[src/rtl/cnn_bn_relu_stream_pkg.sv]
// Shared constants and helpers for the batch-norm + ReLU stream stage.
// Holds the FSM state encoding and the counter-width helper used by the
// top level and the parameter RAM.
package cnn_bn_relu_stream_pkg;

    // FSM state encoding kept as plain constants for compatibility with older tools.
    localparam logic [1:0] ST_EMPTY = 2'd0;   // no parameters held
    localparam logic [1:0] ST_LOAD  = 2'd1;   // parameter words arriving
    localparam logic [1:0] ST_RUN   = 2'd2;   // parameters complete, pixels accepted

    // Width of a counter spanning 0..n-1; never narrower than one bit.
    function automatic int cnt_width(input int n);
        return (n > 1) ? $clog2(n) : 1;
    endfunction

endpackage

[src/rtl/cnn_bn_relu_stream_param_ram.sv]
// Parameter store for the batch-norm stage.
// Two banks split by the write address LSB: bank 0 holds scale[c] (even
// addresses) and bank 1 holds bias[c] (odd addresses). One channel index reads
// both banks at once with a single cycle of latency.
module cnn_bn_param_ram
    import cnn_bn_relu_stream_pkg::*;
#(
    parameter int DATA_WIDTH = 16,
    parameter int CH_NUM     = 1,
    localparam int AW        = cnt_width(2 * CH_NUM),
    localparam int CW        = cnt_width(CH_NUM)
) (
    input  logic                  clk,
    input  logic                  wr_en,
    input  logic [AW-1:0]         wr_addr,
    input  logic [DATA_WIDTH-1:0] wr_data,
    input  logic [CW-1:0]         rd_ch,
    output logic [DATA_WIDTH-1:0] rd_scale,
    output logic [DATA_WIDTH-1:0] rd_bias
);

    logic [AW-1:0] wr_word;
    logic [CW-1:0] wr_ch;

    // Channel index of the written word is the address with its bank bit removed.
    assign wr_word = wr_addr >> 1;
    assign wr_ch   = wr_word[CW-1:0];

    for (genvar gi = 0; gi < 2; gi++) begin : g_bank
        logic [DATA_WIDTH-1:0] mem [CH_NUM];
        logic [DATA_WIDTH-1:0] rd_q;

        // Bank write when the address LSB selects this bank; registered read every cycle.
        always_ff @(posedge clk) begin
            if (wr_en && (wr_addr[0] == 1'(gi))) begin
                mem[wr_ch] <= wr_data;
            end
            rd_q <= mem[rd_ch];
        end
    end

    assign rd_scale = g_bank[0].rd_q;
    assign rd_bias  = g_bank[1].rd_q;

endmodule

[src/rtl/cnn_bn_relu_stream.sv]
// Per-channel batch-norm (scale, bias) with optional ReLU on a channel-planar
// pixel stream. Parameters are loaded as scale/bias pairs per channel, then
// pixels flow through a fixed three-stage pipeline with no backpressure.
module cnn_bn_relu_stream
    import cnn_bn_relu_stream_pkg::*;
#(
    parameter int DATA_WIDTH      = 16,
    parameter int FRAC_BITS       = 8,
    parameter int IMAGE_WIDTH     = 306,
    parameter int IMAGE_HEIGHT    = 306,
    parameter int CHANNEL_NUM_OUT = 1,
    parameter int RELU_EN         = 1
) (
    input  logic                  clk,
    input  logic                  reset,
    input  logic                  valid_param_in,
    input  logic [DATA_WIDTH-1:0] param_in,
    input  logic                  valid_in,
    input  logic [DATA_WIDTH-1:0] pxl_in,
    output logic [DATA_WIDTH-1:0] pxl_out,
    output logic                  valid_out,
    output logic                  param_loaded,
    output logic                  frame_done,
    output logic                  err_flag
);

    localparam int DW         = DATA_WIDTH;
    localparam int IMAGE_SIZE = IMAGE_WIDTH * IMAGE_HEIGHT;
    localparam int PW         = cnt_width(IMAGE_SIZE);
    localparam int CW         = cnt_width(CHANNEL_NUM_OUT);
    localparam int AW         = cnt_width(2 * CHANNEL_NUM_OUT);
    localparam int SW         = 2 * DW + 2;   // headroom for rounding and bias add

    localparam logic [PW-1:0] PIX_LAST  = PW'(IMAGE_SIZE - 1);
    localparam logic [CW-1:0] CH_LAST   = CW'(CHANNEL_NUM_OUT - 1);
    localparam logic [AW-1:0] ADDR_LAST = AW'(2 * CHANNEL_NUM_OUT - 1);
    localparam int            RND_INT   = (FRAC_BITS > 0) ? 2 ** (FRAC_BITS - 1) : 0;

    localparam logic signed [SW-1:0] SAT_MAX = {{(SW - DW + 1){1'b0}}, {(DW - 1){1'b1}}};
    localparam logic signed [SW-1:0] SAT_MIN = {{(SW - DW + 1){1'b1}}, {(DW - 1){1'b0}}};

    // Control state
    logic [1:0]    state_reg, state_next;
    logic [AW-1:0] wr_addr_reg, wr_addr_next;
    logic [PW-1:0] pix_cnt_reg;
    logic [CW-1:0] ch_cnt_reg;
    logic          err_reg;
    logic          ram_wr_en;
    logic          pix_accept;
    logic          err_set;
    logic          at_boundary;
    logic          pix_last;
    logic          ch_last;

    // Pipeline state
    logic                   v_s1_reg, last_s1_reg;
    logic signed [DW-1:0]   pxl_s1_reg;
    logic                   v_s2_reg, last_s2_reg;
    logic signed [2*DW-1:0] prod_s2_reg;
    logic signed [DW-1:0]   bias_s2_reg;
    logic [DW-1:0]          pxl_out_reg;
    logic                   valid_out_reg;
    logic                   frame_done_reg;

    logic [DW-1:0]          ram_scale, ram_bias;
    logic signed [DW-1:0]   scale_s1;
    logic signed [SW-1:0]   rounded;
    logic signed [SW-1:0]   sum;
    logic [DW-1:0]          result;

    assign at_boundary = (pix_cnt_reg == '0) && (ch_cnt_reg == '0);
    assign pix_last    = (pix_cnt_reg == PIX_LAST);
    assign ch_last     = (ch_cnt_reg == CH_LAST);

    // Next-state, RAM write and pixel-accept decisions; a parameter word at a frame boundary wins over a pixel.
    always_comb begin
        state_next   = state_reg;
        wr_addr_next = wr_addr_reg;
        ram_wr_en    = 1'b0;
        pix_accept   = 1'b0;
        err_set      = 1'b0;
        case (state_reg)
            ST_EMPTY, ST_LOAD: begin
                if (valid_in) begin
                    err_set = 1'b1;
                end
                if (valid_param_in) begin
                    ram_wr_en = 1'b1;
                    if (wr_addr_reg == ADDR_LAST) begin
                        state_next   = ST_RUN;
                        wr_addr_next = '0;
                    end else begin
                        state_next   = ST_LOAD;
                        wr_addr_next = wr_addr_reg + AW'(1);
                    end
                end
            end
            ST_RUN: begin
                if (valid_param_in && at_boundary) begin
                    // Reload starts: this word lands at address 0 (wr_addr_reg is 0 in RUN).
                    ram_wr_en    = 1'b1;
                    wr_addr_next = AW'(1);
                    state_next   = ST_LOAD;
                    if (valid_in) begin
                        err_set = 1'b1;
                    end
                end else begin
                    if (valid_param_in) begin
                        err_set = 1'b1;
                    end
                    pix_accept = valid_in;
                end
            end
            default: begin
                state_next   = ST_EMPTY;
                wr_addr_next = '0;
            end
        endcase
    end

    // FSM, parameter address, sticky error and pixel/channel counters.
    always_ff @(posedge clk or negedge reset) begin
        if (!reset) begin
            state_reg   <= ST_EMPTY;
            wr_addr_reg <= '0;
            err_reg     <= 1'b0;
            pix_cnt_reg <= '0;
            ch_cnt_reg  <= '0;
        end else begin
            state_reg   <= state_next;
            wr_addr_reg <= wr_addr_next;
            err_reg     <= err_reg | err_set;
            if (pix_accept) begin
                if (pix_last) begin
                    pix_cnt_reg <= '0;
                    ch_cnt_reg  <= ch_last ? '0 : ch_cnt_reg + CW'(1);
                end else begin
                    pix_cnt_reg <= pix_cnt_reg + PW'(1);
                end
            end
        end
    end

    cnn_bn_param_ram #(
        .DATA_WIDTH (DW),
        .CH_NUM     (CHANNEL_NUM_OUT)
    ) u_param_ram (
        .clk      (clk),
        .wr_en    (ram_wr_en),
        .wr_addr  (wr_addr_reg),
        .wr_data  (param_in),
        .rd_ch    (ch_cnt_reg),
        .rd_scale (ram_scale),
        .rd_bias  (ram_bias)
    );

    assign scale_s1 = ram_scale;

    // S1: capture the pixel alongside the RAM read of its channel's parameters.
    always_ff @(posedge clk or negedge reset) begin
        if (!reset) begin
            v_s1_reg    <= 1'b0;
            last_s1_reg <= 1'b0;
            pxl_s1_reg  <= '0;
        end else begin
            v_s1_reg    <= pix_accept;
            last_s1_reg <= pix_accept && pix_last && ch_last;
            pxl_s1_reg  <= pxl_in;
        end
    end

    // S2: full-precision signed product; bias travels alongside.
    always_ff @(posedge clk or negedge reset) begin
        if (!reset) begin
            v_s2_reg    <= 1'b0;
            last_s2_reg <= 1'b0;
            prod_s2_reg <= '0;
            bias_s2_reg <= '0;
        end else begin
            v_s2_reg    <= v_s1_reg;
            last_s2_reg <= last_s1_reg;
            prod_s2_reg <= pxl_s1_reg * scale_s1;
            bias_s2_reg <= ram_bias;
        end
    end

    // S3 arithmetic: round half up back to the pixel Q format, add bias, saturate, optional ReLU.
    always_comb begin
        rounded = (SW'(prod_s2_reg) + SW'(RND_INT)) >>> FRAC_BITS;
        sum     = rounded + SW'(bias_s2_reg);
        if (sum > SAT_MAX) begin
            result = SAT_MAX[DW-1:0];
        end else if (sum < SAT_MIN) begin
            result = SAT_MIN[DW-1:0];
        end else begin
            result = sum[DW-1:0];
        end
        if ((RELU_EN != 0) && result[DW-1]) begin
            result = '0;
        end
    end

    // S3 register: output word, valid and end-of-frame pulse.
    always_ff @(posedge clk or negedge reset) begin
        if (!reset) begin
            pxl_out_reg    <= '0;
            valid_out_reg  <= 1'b0;
            frame_done_reg <= 1'b0;
        end else begin
            valid_out_reg  <= v_s2_reg;
            frame_done_reg <= v_s2_reg && last_s2_reg;
            if (v_s2_reg) begin
                pxl_out_reg <= result;
            end
        end
    end

    assign pxl_out      = pxl_out_reg;
    assign valid_out    = valid_out_reg;
    assign frame_done   = frame_done_reg;
    assign err_flag     = err_reg;
    assign param_loaded = (state_reg == ST_RUN);

endmodule

[config.mk]
export PLATFORM = sky130hd
export DESIGN_NAME = cnn_bn_relu_stream
export DESIGN_NICKNAME = d
export VERILOG_FILES = /design/src/rtl/cnn_bn_relu_stream_pkg.sv /design/src/rtl/cnn_bn_relu_stream_param_ram.sv /design/src/rtl/cnn_bn_relu_stream.sv
export SDC_FILE = /design/constraint.sdc
export NUM_CORES = 1
export LEC_CHECK = 0
export ABC_AREA = 1
export CORE_AREA = 2 2 191 193
export CTS_CLUSTER_SIZE = 12
export DETAILED_ROUTE_END_ITERATION = 10
export DIE_AREA = 0 0 193 195
export PLACE_DENSITY = 0.69
export RECOVER_POWER = 25
export SETUP_SLACK_MARGIN = 0.4
export SLEW_MARGIN = 20
export SYNTH_ARGS = -nofsm -noshare
export SYNTH_HDL_FRONTEND = slang
export SYNTH_SLANG_ARGS = --single-unit
[constraint.sdc]
create_clock -name clk -period 5.99 [get_ports clk]
set_clock_uncertainty 0.2 [all_clocks]
set_input_delay 1.198 -clock clk [delete_from_list [all_inputs] [get_ports clk]]
set_output_delay 1.198 -clock clk [all_outputs]
set_load 0.02 [all_outputs]
==> flow_results.xml, run 1 <==
<?xml version="1.0" encoding="UTF-8"?>
<metrics>
  <group name="route">
    <metric name="num_vias" unit="">13949</metric>
    <metric name="drc_errors" unit="">0</metric>
    <metric name="finalWirelength" unit="um">45900</metric>
    <metric name="drt_iter0_drc" unit="">968</metric>
    <metric name="dr.pass1.iters" unit="">6</metric>
    <metric name="post_drt_via_cell_ratio" unit="">5.00</metric>
    <metric name="antenna_violation_net_count_after_detailed_routing" unit="">0</metric>
    <metric name="wl_per_cell" unit="um">16.4</metric>
  </group>
  <group name="status">
    <metric name="status" unit="">completed</metric>
  </group>
  <group name="yosys">
    <metric name="synth_enable_flop_cells" unit="">32</metric>
    <metric name="synthArstFlopShare" unit="%">60.5</metric>
    <metric name="synthesis.yosys.warnings" unit="">0</metric>
    <metric name="area_contributors_post_synth" unit="">sky130_fd_sc_hd__fa_1, sky130_fd_sc_hd__dfrtp_1, sky130_fd_sc_hd__inv_1</metric>
    <metric name="postSynthCellCount" unit="">2134</metric>
    <metric name="mappedNetlistNets" unit="">2539</metric>
    <metric name="yosys_most_used_dff" unit="">sky130_fd_sc_hd__dfrtp_1</metric>
    <metric name="netlist.area_leader.share" unit="%">29.7</metric>
    <metric name="synth_seq_area_share" unit="%">22.9</metric>
    <metric name="syn-mean-instance-area" unit="um^2">8.28</metric>
    <metric name="ys_ff_latch" unit="">162</metric>
    <metric name="synth_cell_types" unit="">47</metric>
    <metric name="mappedNetlistArea" unit="mm^2">0.0177</metric>
    <metric name="yosys.area.top_type" unit="">sky130_fd_sc_hd__fa_1</metric>
  </group>
  <group name="global_route">
    <metric name="grt_remaining_overflow" unit="">0</metric>
    <metric name="grt_usage" unit="%">25.0</metric>
    <metric name="vias_in_the_first_global_route" unit="">14516</metric>
    <metric name="antenna_found_initial" unit="">1</metric>
    <metric name="grt_start_max_net_pins" unit="">63</metric>
    <metric name="grt_first_pass_wirelength" unit="um">73400</metric>
  </group>
  <group name="placed_design">
    <metric name="portBuffers" unit="">54</metric>
    <metric name="placed_cell_area" unit="mm^2">0.0194</metric>
    <metric name="hpwl" unit="um">36200</metric>
    <metric name="gpl.final_weighted_congestion" unit="">0.936</metric>
  </group>
  <group name="timing">
    <metric name="maxSlewHeadroom" unit="%">43.1</metric>
    <metric name="min_period" unit="ns">5.76</metric>
    <metric name="fmax" unit="MHz">174</metric>
    <metric name="drv_slew" unit="">0</metric>
    <metric name="final-hold-violation-count" unit="">0</metric>
    <metric name="finalCritPeriodShare" unit="%">96.2</metric>
    <metric name="max_slew.worst_pin.slew" unit="ns">0.853</metric>
    <metric name="report.final.setup_viol" unit="">0</metric>
    <metric name="rsz_0062_raised_after_global_routing" unit="">true</metric>
    <metric name="totalNegativeSetupSlack" unit="ns">0</metric>
  </group>
  <group name="die">
    <metric name="die_height" unit="um">195</metric>
    <metric name="initial_core_util" unit="%">49.9</metric>
    <metric name="placement_rows" unit="">69</metric>
    <metric name="design.portCount" unit="">56</metric>
    <metric name="placeable_core_area" unit="mm^2">0.0354</metric>
    <metric name="floorplan_die_width" unit="um">193</metric>
    <metric name="fp.dieArea" unit="mm^2">0.0376</metric>
  </group>
  <group name="worst_setup_path">
    <metric name="critical_path_peak_fanout" unit="">7</metric>
    <metric name="setup.worst_path.end_class" unit="">register</metric>
    <metric name="worstSetupStartpointType" unit="">register</metric>
    <metric name="cp.arrival" unit="ns">5.90</metric>
    <metric name="setup.worst_path.class" unit="">reg -&gt; reg</metric>
    <metric name="critical_path_required" unit="ns">6.13</metric>
  </group>
  <group name="finish">
    <metric name="mostFrequentLayoutCell" unit="">sky130_fd_sc_hd__inv_1</metric>
    <metric name="commonest_cells_after_routing_fill_and_taps_aside" unit="">sky130_fd_sc_hd__inv_1, sky130_fd_sc_hd__nand2_1, sky130_fd_sc_hd__fa_1</metric>
    <metric name="postLayoutCellArea" unit="mm^2">0.0217</metric>
    <metric name="final_layout_size_suffix_gt1_share" unit="%">19.7</metric>
    <metric name="nets" unit="">2719</metric>
    <metric name="area_delta_synth_final" unit="%">22.8</metric>
    <metric name="flip_flop_count_of_the_largest_register_all_copies_and_words_added" unit="">32</metric>
  </group>
  <group name="cts">
    <metric name="clock_insertion_delay_worst_skew" unit="ns">0.45</metric>
    <metric name="clock_tree.root_cell" unit="">sky130_fd_sc_hd__clkbuf_16</metric>
    <metric name="postCtsHoldBufs" unit="">0</metric>
    <metric name="tritoncts" unit="">yes</metric>
    <metric name="clk_transition_reported_paths" unit="ns">0.08</metric>
    <metric name="clock_tree.htree_level_count" unit="">4</metric>
    <metric name="cts_buffer_depth" unit="">2</metric>
    <metric name="cts-buffers-inserted" unit="">17</metric>
    <metric name="clkSinkCount" unit="">162</metric>
  </group>
  <group name="worst_hold_path">
    <metric name="worst_hold_path_type" unit="">reg -&gt; reg</metric>
  </group>
  <group name="job">
    <metric name="cap_violations" unit="">0</metric>
  </group>
</metrics>
-- logic make-up after synthesis --
family / share of synthesized area (%)
simple gates: 18.3
flops: 22.9
other cells: 0.0212
compound gates: 3.78
xor+xnor: 3.91
fa+ha+maj: 37.3
buf+inv: 13.8
-- layout make-up --
| class | count | area [um^2] |
|---|---|---|
| multi-input combinational | 1329 | 12100 |
| clock inverter | 15 | 194 |
| clock buffer | 17 | 425 |
| tap | 461 | 577 |
| fill | 2959 | 13700 |
| timing repair buffer | 217 | 2080 |
| sequential | 162 | 4090 |
| antenna | 1 | 2.50 |
| inverter | 587 | 2220 |
-- Yosys cell counts (2+ instances only) --
| cell type | number |
|---|---|
| sky130_fd_sc_hd__a21oi_1 | 63 |
| sky130_fd_sc_hd__dfrtp_1 | 98 |
| sky130_fd_sc_hd__inv_1 | 576 |
| sky130_fd_sc_hd__nor3_1 | 17 |
| sky130_fd_sc_hd__dfxtp_1 | 32 |
| sky130_fd_sc_hd__or2_2 | 8 |
| sky130_fd_sc_hd__nand3b_1 | 5 |
| sky130_fd_sc_hd__o21bai_1 | 7 |
| sky130_fd_sc_hd__xnor2_1 | 28 |
| sky130_fd_sc_hd__a31oi_1 | 2 |
| sky130_fd_sc_hd__nand2_1 | 525 |
| sky130_fd_sc_hd__buf_6 | 2 |
| sky130_fd_sc_hd__o211ai_1 | 3 |
| sky130_fd_sc_hd__o21ai_2 | 2 |
| sky130_fd_sc_hd__nand2_2 | 18 |
| sky130_fd_sc_hd__nor3_2 | 4 |
| sky130_fd_sc_hd__nor2_2 | 8 |
| sky130_fd_sc_hd__nor4_1 | 15 |
| sky130_fd_sc_hd__a21oi_2 | 2 |
| sky130_fd_sc_hd__nand3_2 | 4 |
| sky130_fd_sc_hd__xor2_1 | 49 |
| sky130_fd_sc_hd__o31ai_1 | 5 |
| sky130_fd_sc_hd__nor2_4 | 3 |
| sky130_fd_sc_hd__nand3_1 | 48 |
| sky130_fd_sc_hd__o21ai_0 | 28 |
| sky130_fd_sc_hd__ha_1 | 107 |
| sky130_fd_sc_hd__inv_2 | 10 |
| sky130_fd_sc_hd__nor2_1 | 78 |
| sky130_fd_sc_hd__edfxtp_1 | 32 |
| sky130_fd_sc_hd__nand4_1 | 26 |
| sky130_fd_sc_hd__clkbuf_1 | 52 |
| sky130_fd_sc_hd__fa_1 | 262 |
-- path summary, 6_finish.rpt --
path	startpoint	endpoint	slack, ns	cells after the start
min	u_param_ram.rd_bias[3]$_DFF_P_	bias_s2_reg[3]$_DFF_PN0_	0.13	0
min reg2reg	u_param_ram.rd_bias[3]$_DFF_P_	bias_s2_reg[3]$_DFF_PN0_	0.13	0
max reg2reg	pxl_s1_reg[15]$_DFF_PN0_	prod_s2_reg[31]$_DFF_PN0_	0.23	23
max	pxl_s1_reg[15]$_DFF_PN0_	prod_s2_reg[31]$_DFF_PN0_	0.23	23
max in group asynchronous	reset	prod_s2_reg[9]$_DFF_PN0_	3.91	2
min in group asynchronous	reset	pix_cnt_reg[12]$_DFFE_PN0P_	0.64	1
-- metal layers --
metal	up-vias	part of all wire [%]	GRT usage (%)
met2	411	49	41.9
li1	6610	-	-
met4	0	1.8	6.40
met1	6873	44	34.1
met5	-	0	0
met3	55	5.2	3.65
-- timing repair --
item | 4_1_cts | 5_1_grt
resized for setup | 127 | 151
endpoints found under the setup margin | 16 | 22
buffers inserted | 38 | 36
gates cloned | 0 | 0
pin swaps | 83 | 108
-- through the flow --
| step | cells | util [%] | setup WS [ns] | hold WS [ns] |
|---|---|---|---|---|
| after CTS | 2752 | 58.9 | 0.143 | 0.129 |
| after detailed placement | 2682 | 54.9 | -0.0602 | 0.120 |
| after global routing | 2788 | 61.3 | 0.0520 | 0.128 |
| final | 2789 | 61.3 | 0.230 | 0.126 |
| after global placement | 2682 | 54.9 | 0.00676 | 0.118 |
| after floorplan | 2134 | - | 0.394 | 0.116 |
-- critical path, stage by stage (launching register included) --
cell and delay, ns:
sky130_fd_sc_hd__dfrtp_1 0.40, sky130_fd_sc_hd__buf_12 0.16, sky130_fd_sc_hd__nand2_4 0.07, sky130_fd_sc_hd__inv_2 0.04, sky130_fd_sc_hd__fa_1 0.58, sky130_fd_sc_hd__inv_4 0.06
sky130_fd_sc_hd__fa_2 0.58, sky130_fd_sc_hd__clkinvlp_4 0.18, sky130_fd_sc_hd__buf_6 0.16, sky130_fd_sc_hd__fa_1 0.50, sky130_fd_sc_hd__inv_1 0.05, sky130_fd_sc_hd__fa_1 0.50
sky130_fd_sc_hd__fa_2 0.45, sky130_fd_sc_hd__fa_1 0.57, sky130_fd_sc_hd__inv_2 0.05, sky130_fd_sc_hd__ha_4 0.24, sky130_fd_sc_hd__nand2_4 0.08, sky130_fd_sc_hd__o21ai_1 0.07
sky130_fd_sc_hd__inv_1 0.08, sky130_fd_sc_hd__nor2_1 0.05, sky130_fd_sc_hd__a2111oi_2 0.37, sky130_fd_sc_hd__nand2_1 0.09, sky130_fd_sc_hd__nand2_1 0.07, sky130_fd_sc_hd__nand2_1 0.05
Power of run 1 is left out: the tool's default activity adds up to more than one toggle a clock period on the data nets, which glitch-free logic cannot reach.
==> run 2, diff against run 1 <==
RECOVER_POWER = 100   (was 25)
==> run 2 against run 1 <==
Effect of this change:
- the flow now finishes with violations (max-capacitance violations, max-slew violations)
- final area fell by 0.45%
- final cell count did not move
- critical path depth did not move
- register-to-register slack barely moved
- global-route usage did not move
- fmax barely moved
- flip-flop and latch count did not move
- routed wire length barely moved
- worst hold slack got worse by 0.00077 ns
- worst setup slack got worse by 0.0033 ns
- non-clock buffer count did not move
- die area did not move
==> flow_results.xml, run 2 (same netlist as run 1, synthesis figures left out) <==
<?xml version="1.0" encoding="UTF-8"?>
<metrics>
  <group name="global_route">
    <metric name="grt_remaining_overflow" unit="">0</metric>
    <metric name="vias_in_the_first_global_route" unit="">14516</metric>
    <metric name="grt_usage" unit="%">25.0</metric>
    <metric name="grt_start_max_net_pins" unit="">63</metric>
    <metric name="grt_first_pass_wirelength" unit="um">73400</metric>
    <metric name="antenna_found_initial" unit="">1</metric>
  </group>
  <group name="route">
    <metric name="num_vias" unit="">13945</metric>
    <metric name="post_drt_via_cell_ratio" unit="">5.00</metric>
    <metric name="finalWirelength" unit="um">45900</metric>
    <metric name="antenna_violation_net_count_after_detailed_routing" unit="">0</metric>
    <metric name="wl_per_cell" unit="um">16.4</metric>
    <metric name="drc_errors" unit="">0</metric>
    <metric name="drt_iter0_drc" unit="">948</metric>
    <metric name="dr.pass1.iters" unit="">5</metric>
  </group>
  <group name="timing">
    <metric name="rsz_0062_raised_after_global_routing" unit="">true</metric>
    <metric name="final-hold-violation-count" unit="">0</metric>
    <metric name="fmax" unit="MHz">174</metric>
    <metric name="maxSlewHeadroom" unit="%">-139</metric>
    <metric name="max_slew.worst_pin.slew" unit="ns">3.59</metric>
    <metric name="drv_slew" unit="">63</metric>
    <metric name="finalCritPeriodShare" unit="%">96.2</metric>
    <metric name="min_period" unit="ns">5.76</metric>
    <metric name="report.final.setup_viol" unit="">0</metric>
  </group>
  <group name="cts">
    <metric name="clkSinkCount" unit="">162</metric>
    <metric name="postCtsHoldBufs" unit="">0</metric>
    <metric name="tritoncts" unit="">yes</metric>
    <metric name="clock_insertion_delay_worst_skew" unit="ns">0.45</metric>
    <metric name="cts_buffer_depth" unit="">2</metric>
    <metric name="clock_tree.root_cell" unit="">sky130_fd_sc_hd__clkbuf_16</metric>
    <metric name="cts-buffers-inserted" unit="">17</metric>
    <metric name="clock_tree.htree_level_count" unit="">4</metric>
    <metric name="clk_transition_reported_paths" unit="ns">0.08</metric>
  </group>
  <group name="worst_hold_path">
    <metric name="worst_hold_startpoint" unit="">u_param_ram.rd_bias[3]$_DFF_P_</metric>
    <metric name="min_to" unit="">bias_s2_reg[3]$_DFF_PN0_</metric>
    <metric name="worst_hold_path_type" unit="">reg -&gt; reg</metric>
    <metric name="worst_hold_depth" unit="">0</metric>
  </group>
  <group name="finish">
    <metric name="area_delta_synth_final" unit="%">22.3</metric>
    <metric name="final_util" unit="%">61.0</metric>
    <metric name="nets" unit="">2719</metric>
    <metric name="commonest_cells_after_routing_fill_and_taps_aside" unit="">sky130_fd_sc_hd__inv_1, sky130_fd_sc_hd__nand2_1, sky130_fd_sc_hd__fa_1</metric>
    <metric name="mostFrequentLayoutCell" unit="">sky130_fd_sc_hd__inv_1</metric>
    <metric name="final_layout_size_suffix_gt1_share" unit="%">19.0</metric>
    <metric name="non_filler_cells_final" unit="">2789</metric>
    <metric name="flip_flop_count_of_the_largest_register_all_copies_and_words_added" unit="">32</metric>
  </group>
  <group name="placed_design">
    <metric name="portBuffers" unit="">54</metric>
    <metric name="hpwl" unit="um">36200</metric>
    <metric name="placed_cells_incl_taps" unit="">2682</metric>
    <metric name="gpl.final_weighted_congestion" unit="">0.936</metric>
  </group>
  <group name="worst_setup_path">
    <metric name="critical_path_peak_fanout" unit="">7</metric>
    <metric name="rrSetupSlack" unit="ns">0.23</metric>
    <metric name="worstSetupStartpointType" unit="">register</metric>
    <metric name="setup.worst_path.class" unit="">reg -&gt; reg</metric>
    <metric name="setup.worst_path.end_class" unit="">register</metric>
    <metric name="worst_path_dominant_cell_family" unit="">adder cells</metric>
    <metric name="worst_r2r_endpoint" unit="">prod_s2_reg[31]$_DFF_PN0_</metric>
    <metric name="slowest_delay" unit="ns">0.58</metric>
    <metric name="cp.arrival" unit="ns">5.90</metric>
    <metric name="worst_path_max_delay_cell" unit="">sky130_fd_sc_hd__fa_1</metric>
    <metric name="crit-reg2reg-launch" unit="">pxl_s1_reg[15]$_DFF_PN0_</metric>
    <metric name="path_common_cell" unit="">sky130_fd_sc_hd__fa_1</metric>
    <metric name="r2r.worst_path.cells" unit="">23</metric>
    <metric name="critical_path_required" unit="ns">6.13</metric>
    <metric name="critical_path.n_buffers_inverters" unit="">8</metric>
    <metric name="crit_chain" unit="">buf_12 &gt; nand2_4 &gt; inv_2 &gt; fa_1 &gt; inv_4 &gt; fa_2 &gt; clkinvlp_4 &gt; buf_6 &gt; fa_1 &gt; inv_1 &gt; fa_1 &gt; fa_2 &gt; fa_1 &gt; inv_2 &gt; ha_4 &gt; nand2_4 &gt; o21ai_1 &gt; inv_1 &gt; nor2_1 &gt; a2111oi_2 &gt; nand2_1 &gt; nand2_1 &gt; nand2_1</metric>
  </group>
  <group name="die">
    <metric name="initial_core_util" unit="%">49.9</metric>
    <metric name="placement_rows" unit="">69</metric>
    <metric name="fp.dieArea" unit="mm^2">0.0376</metric>
    <metric name="floorplan_die_width" unit="um">193</metric>
    <metric name="design.portCount" unit="">56</metric>
    <metric name="placeable_core_area" unit="mm^2">0.0354</metric>
    <metric name="die_height" unit="um">195</metric>
  </group>
  <group name="status">
    <metric name="status" unit="">finished, violations left</metric>
    <metric name="violations_in_the_final_reports" unit="">max-capacitance violations, max-slew violations</metric>
  </group>
  <group name="job">
    <metric name="cap_violations" unit="">1</metric>
  </group>
</metrics>
[run 2: stage by stage]
stage	setup WS, ns	TNS, ns	hold slack, ns	cell area [um^2]
3_3_place_gp	0.00676	0	0.118	19400
2_1_floorplan	0.394	0	0.116	17800
6_report	0.227	0	0.126	21600
3_5_place_dp	-0.0602	-0.0602	0.120	19400
5_1_grt	0.0350	0	0.128	21600
4_1_cts	0.143	0	0.129	20900
[run 2: timing repair]
item,4_1_cts,5_1_grt
pin swaps,83,108
cloned,0,0
endpoints found under the setup margin,16,22
resized for setup,127,151
hold endpoints to repair,0,0
buffers inserted,38,36
[run 2: area by class of cell]
type                       count  area, um^2
clock buffer                  17         425
multi-input combinational   1329       12000
fill                        2975       13800
antenna                        1        2.50
sequential                   162        4090
timing repair buffer         217        2070
tap                          461         577
inverter                     587        2220
clock inverter                15         194
[run 2: worst max-delay path by stage]
stage | slack (ns) | depth (start not counted) | start | to
3_3_place_gp | 0.007 | 19 | pxl_s1_reg[11]$_DFF_PN0_ | prod_s2_reg[28]$_DFF_PN0_
2_1_floorplan | 0.39 | 22 | pxl_s1_reg[15]$_DFF_PN0_ | prod_s2_reg[31]$_DFF_PN0_
6_report | 0.23 | 23 | pxl_s1_reg[15]$_DFF_PN0_ | prod_s2_reg[31]$_DFF_PN0_
5_1_grt | 0.03 | 25 | pxl_s1_reg[5]$_DFF_PN0_ | prod_s2_reg[27]$_DFF_PN0_
3_5_place_dp | -0.06 | 19 | pxl_s1_reg[11]$_DFF_PN0_ | prod_s2_reg[28]$_DFF_PN0_
4_1_cts | 0.14 | 22 | pxl_s1_reg[15]$_DFF_PN0_ | prod_s2_reg[31]$_DFF_PN0_
[run 2: routing by layer]
layer	global-route usage (%)	wire length (um)	up-vias
met1	34.1	20200	6894
met5	0	0	-
li1	-	-	6618
met4	6.40	876	0
met3	3.65	2220	61
met2	41.9	22500	372
[run 2: worst reg2reg max path: cells and delay by family (launching register included)]
kind / cells / cell delay, ns
adders and majority gates: 7 / 3.42
and+or+nand+nor: 6 / 0.42
buffers and inverters: 8 / 0.77
DFF: 1 / 0.40
AOI/OAI and AO/OA: 2 / 0.43
Power of run 2 is left out for the same reason.
==> run 3, diff against run 2 <==
RECOVER_POWER = 50   (was 100)
==> run 3 against run 2 <==
Effect of this change:
- the run still ends with max-capacitance violations, max-slew violations left
- critical path depth unchanged
- worst hold slack is essentially flat
- final area is 0.43% higher
- register-to-register slack about the same
- fmax up 0.18%
- worst setup slack better by 0.010 ns
- critical endpoint unchanged
==> flow_results.xml, run 3 (same netlist as run 1, synthesis figures left out) <==
<?xml version="1.0" encoding="UTF-8"?>
<metrics>
  <group name="cts">
    <metric name="clock_tree.root_cell" unit="">sky130_fd_sc_hd__clkbuf_16</metric>
    <metric name="cts-buffers-inserted" unit="">17</metric>
    <metric name="clock_insertion_delay_worst_skew" unit="ns">0.45</metric>
    <metric name="tritoncts" unit="">yes</metric>
    <metric name="postCtsHoldBufs" unit="">0</metric>
    <metric name="cts_buffer_depth" unit="">2</metric>
    <metric name="clock_tree.htree_level_count" unit="">4</metric>
    <metric name="clk_transition_reported_paths" unit="ns">0.08</metric>
    <metric name="clkSinkCount" unit="">162</metric>
  </group>
  <group name="finish">
    <metric name="area_delta_synth_final" unit="%">22.8</metric>
    <metric name="mostFrequentLayoutCell" unit="">sky130_fd_sc_hd__inv_1</metric>
    <metric name="nets" unit="">2719</metric>
    <metric name="commonest_cells_after_routing_fill_and_taps_aside" unit="">sky130_fd_sc_hd__inv_1, sky130_fd_sc_hd__nand2_1, sky130_fd_sc_hd__fa_1</metric>
    <metric name="flip_flop_count_of_the_largest_register_all_copies_and_words_added" unit="">32</metric>
    <metric name="num-fill-cells" unit="">2961</metric>
    <metric name="final_layout_size_suffix_gt1_share" unit="%">19.7</metric>
  </group>
  <group name="route">
    <metric name="dr.pass1.iters" unit="">5</metric>
    <metric name="wl_per_cell" unit="um">16.4</metric>
    <metric name="drt_iter0_drc" unit="">1041</metric>
    <metric name="antenna_violation_net_count_after_detailed_routing" unit="">0</metric>
    <metric name="finalWirelength" unit="um">45900</metric>
    <metric name="post_drt_via_cell_ratio" unit="">5.00</metric>
    <metric name="drc_errors" unit="">0</metric>
    <metric name="num_vias" unit="">13954</metric>
  </group>
  <group name="timing">
    <metric name="final-hold-violation-count" unit="">0</metric>
    <metric name="min_period" unit="ns">5.75</metric>
    <metric name="finalCritPeriodShare" unit="%">96.0</metric>
    <metric name="report.final.setup_viol" unit="">0</metric>
    <metric name="drv_slew" unit="">63</metric>
    <metric name="rsz_0062_raised_after_global_routing" unit="">true</metric>
    <metric name="max_slew.worst_pin.slew" unit="ns">3.58</metric>
    <metric name="whs" unit="ns">0.126</metric>
    <metric name="fmax" unit="MHz">174</metric>
    <metric name="maxSlewHeadroom" unit="%">-139</metric>
  </group>
  <group name="global_route">
    <metric name="grt_most_used_layer" unit="">met2</metric>
    <metric name="grt_first_pass_wirelength" unit="um">73400</metric>
    <metric name="use_met1" unit="%">34.1</metric>
    <metric name="gr_util_met3" unit="%">3.65</metric>
    <metric name="grt_remaining_overflow" unit="">0</metric>
    <metric name="grt_start_max_net_pins" unit="">63</metric>
    <metric name="vias_in_the_first_global_route" unit="">14516</metric>
    <metric name="global_route.usage.met2" unit="%">41.9</metric>
    <metric name="grt_usage" unit="%">25.0</metric>
    <metric name="antenna_found_initial" unit="">1</metric>
  </group>
  <group name="worst_setup_path">
    <metric name="worst_path_max_delay_cell" unit="">sky130_fd_sc_hd__fa_1</metric>
    <metric name="setup.worst_path.end_class" unit="">register</metric>
    <metric name="path_common_cell" unit="">sky130_fd_sc_hd__fa_1</metric>
    <metric name="worstSetupStartpointType" unit="">register</metric>
    <metric name="critical_path_required" unit="ns">6.13</metric>
    <metric name="setup.worst_path.class" unit="">reg -&gt; reg</metric>
    <metric name="critical_path_peak_fanout" unit="">7</metric>
    <metric name="crit_chain" unit="">buf_12 &gt; nand2_4 &gt; inv_2 &gt; fa_1 &gt; inv_4 &gt; fa_2 &gt; clkinvlp_4 &gt; buf_6 &gt; fa_1 &gt; inv_1 &gt; fa_1 &gt; fa_2 &gt; fa_1 &gt; inv_2 &gt; ha_4 &gt; nand2_4 &gt; o21ai_1 &gt; inv_1 &gt; nor2_1 &gt; a2111oi_2 &gt; nand2_1 &gt; nand2_1 &gt; nand2_1</metric>
    <metric name="slowest_delay" unit="ns">0.58</metric>
    <metric name="cp.arrival" unit="ns">5.89</metric>
  </group>
  <group name="die">
    <metric name="die_height" unit="um">195</metric>
    <metric name="fp.dieArea" unit="mm^2">0.0376</metric>
    <metric name="placement_rows" unit="">69</metric>
    <metric name="initial_core_util" unit="%">49.9</metric>
    <metric name="floorplan_die_width" unit="um">193</metric>
    <metric name="placeable_core_area" unit="mm^2">0.0354</metric>
    <metric name="design.portCount" unit="">56</metric>
  </group>
  <group name="job">
    <metric name="cap_violations" unit="">1</metric>
  </group>
  <group name="placed_design">
    <metric name="gpl.final_weighted_congestion" unit="">0.936</metric>
    <metric name="portBuffers" unit="">54</metric>
    <metric name="hpwl" unit="um">36200</metric>
  </group>
  <group name="status">
    <metric name="status" unit="">finished, violations left</metric>
    <metric name="violations_in_the_final_reports" unit="">max-capacitance violations, max-slew violations</metric>
  </group>
  <group name="worst_hold_path">
    <metric name="worst_hold_path_type" unit="">reg -&gt; reg</metric>
  </group>
</metrics>
## run 3: critical path, delay by kind of cell (launching register included)
family,cells,cell delay (ns)
adders and majority gates,7,3.42
buffers and inverters,8,0.76
and+or+nand+nor,6,0.41
AOI/OAI and AO/OA,2,0.44
DFF,1,0.40
## run 3: metal layers
layer	routed length [um]	part of all wire, %
met1	20100	44
met2	22500	49
met3	2370	5.2
met4	889	1.9
met5	0	0
## run 3: through the flow
stage	cells	setup slack (ns)	util [%]	instance area, um^2	setup TNS [ns]
6_report	2789	0.237	61.3	21700	0
5_1_grt	2788	0.0520	61.3	21700	0
4_1_cts	2752	0.143	58.9	20900	0
3_5_place_dp	2682	-0.0602	54.9	19400	-0.0602
3_3_place_gp	2682	0.00676	54.9	19400	0
2_1_floorplan	2134	0.394	-	17800	0
## run 3: layout make-up
cell class | count | area (um^2) | area share [%]
Multi-Input combinational cell | 1329 | 12100 | 55.8
Sequential cell | 162 | 4090 | 18.9
Timing Repair Buffer | 217 | 2080 | 9.57
Clock buffer | 17 | 425 | 1.96
Antenna cell | 1 | 2.50 | 0.0115
Tap cell | 461 | 577 | 2.66
Inverter | 587 | 2220 | 10.2
Clock inverter | 15 | 194 | 0.894
## run 3: path summary, 6_finish.rpt
check / start / endpoint / slack, ns / cells past startpoint
worst max-delay path: pxl_s1_reg[15]$_DFF_PN0_ / prod_s2_reg[31]$_DFF_PN0_ / 0.24 / 23
worst min-delay path: u_param_ram.rd_bias[3]$_DFF_P_ / bias_s2_reg[3]$_DFF_PN0_ / 0.13 / 0
worst max register to register: pxl_s1_reg[15]$_DFF_PN0_ / prod_s2_reg[31]$_DFF_PN0_ / 0.24 / 23
worst min register to register: u_param_ram.rd_bias[3]$_DFF_P_ / bias_s2_reg[3]$_DFF_PN0_ / 0.13 / 0
max in group asynchronous: reset / pxl_s1_reg[2]$_DFF_PN0_ / 1.34 / 1
min in group asynchronous: reset / pix_cnt_reg[12]$_DFFE_PN0P_ / 1.76 / 1
## run 3: repair_timing
action / 4_1_cts / 5_1_grt
setup endpoints to repair: 16 / 22
resized for setup: 127 / 151
endpoints found under the hold margin: 0 / 0
pin swaps: 83 / 108
setup buffers: 38 / 36
Power of run 3 is left out for the same reason.
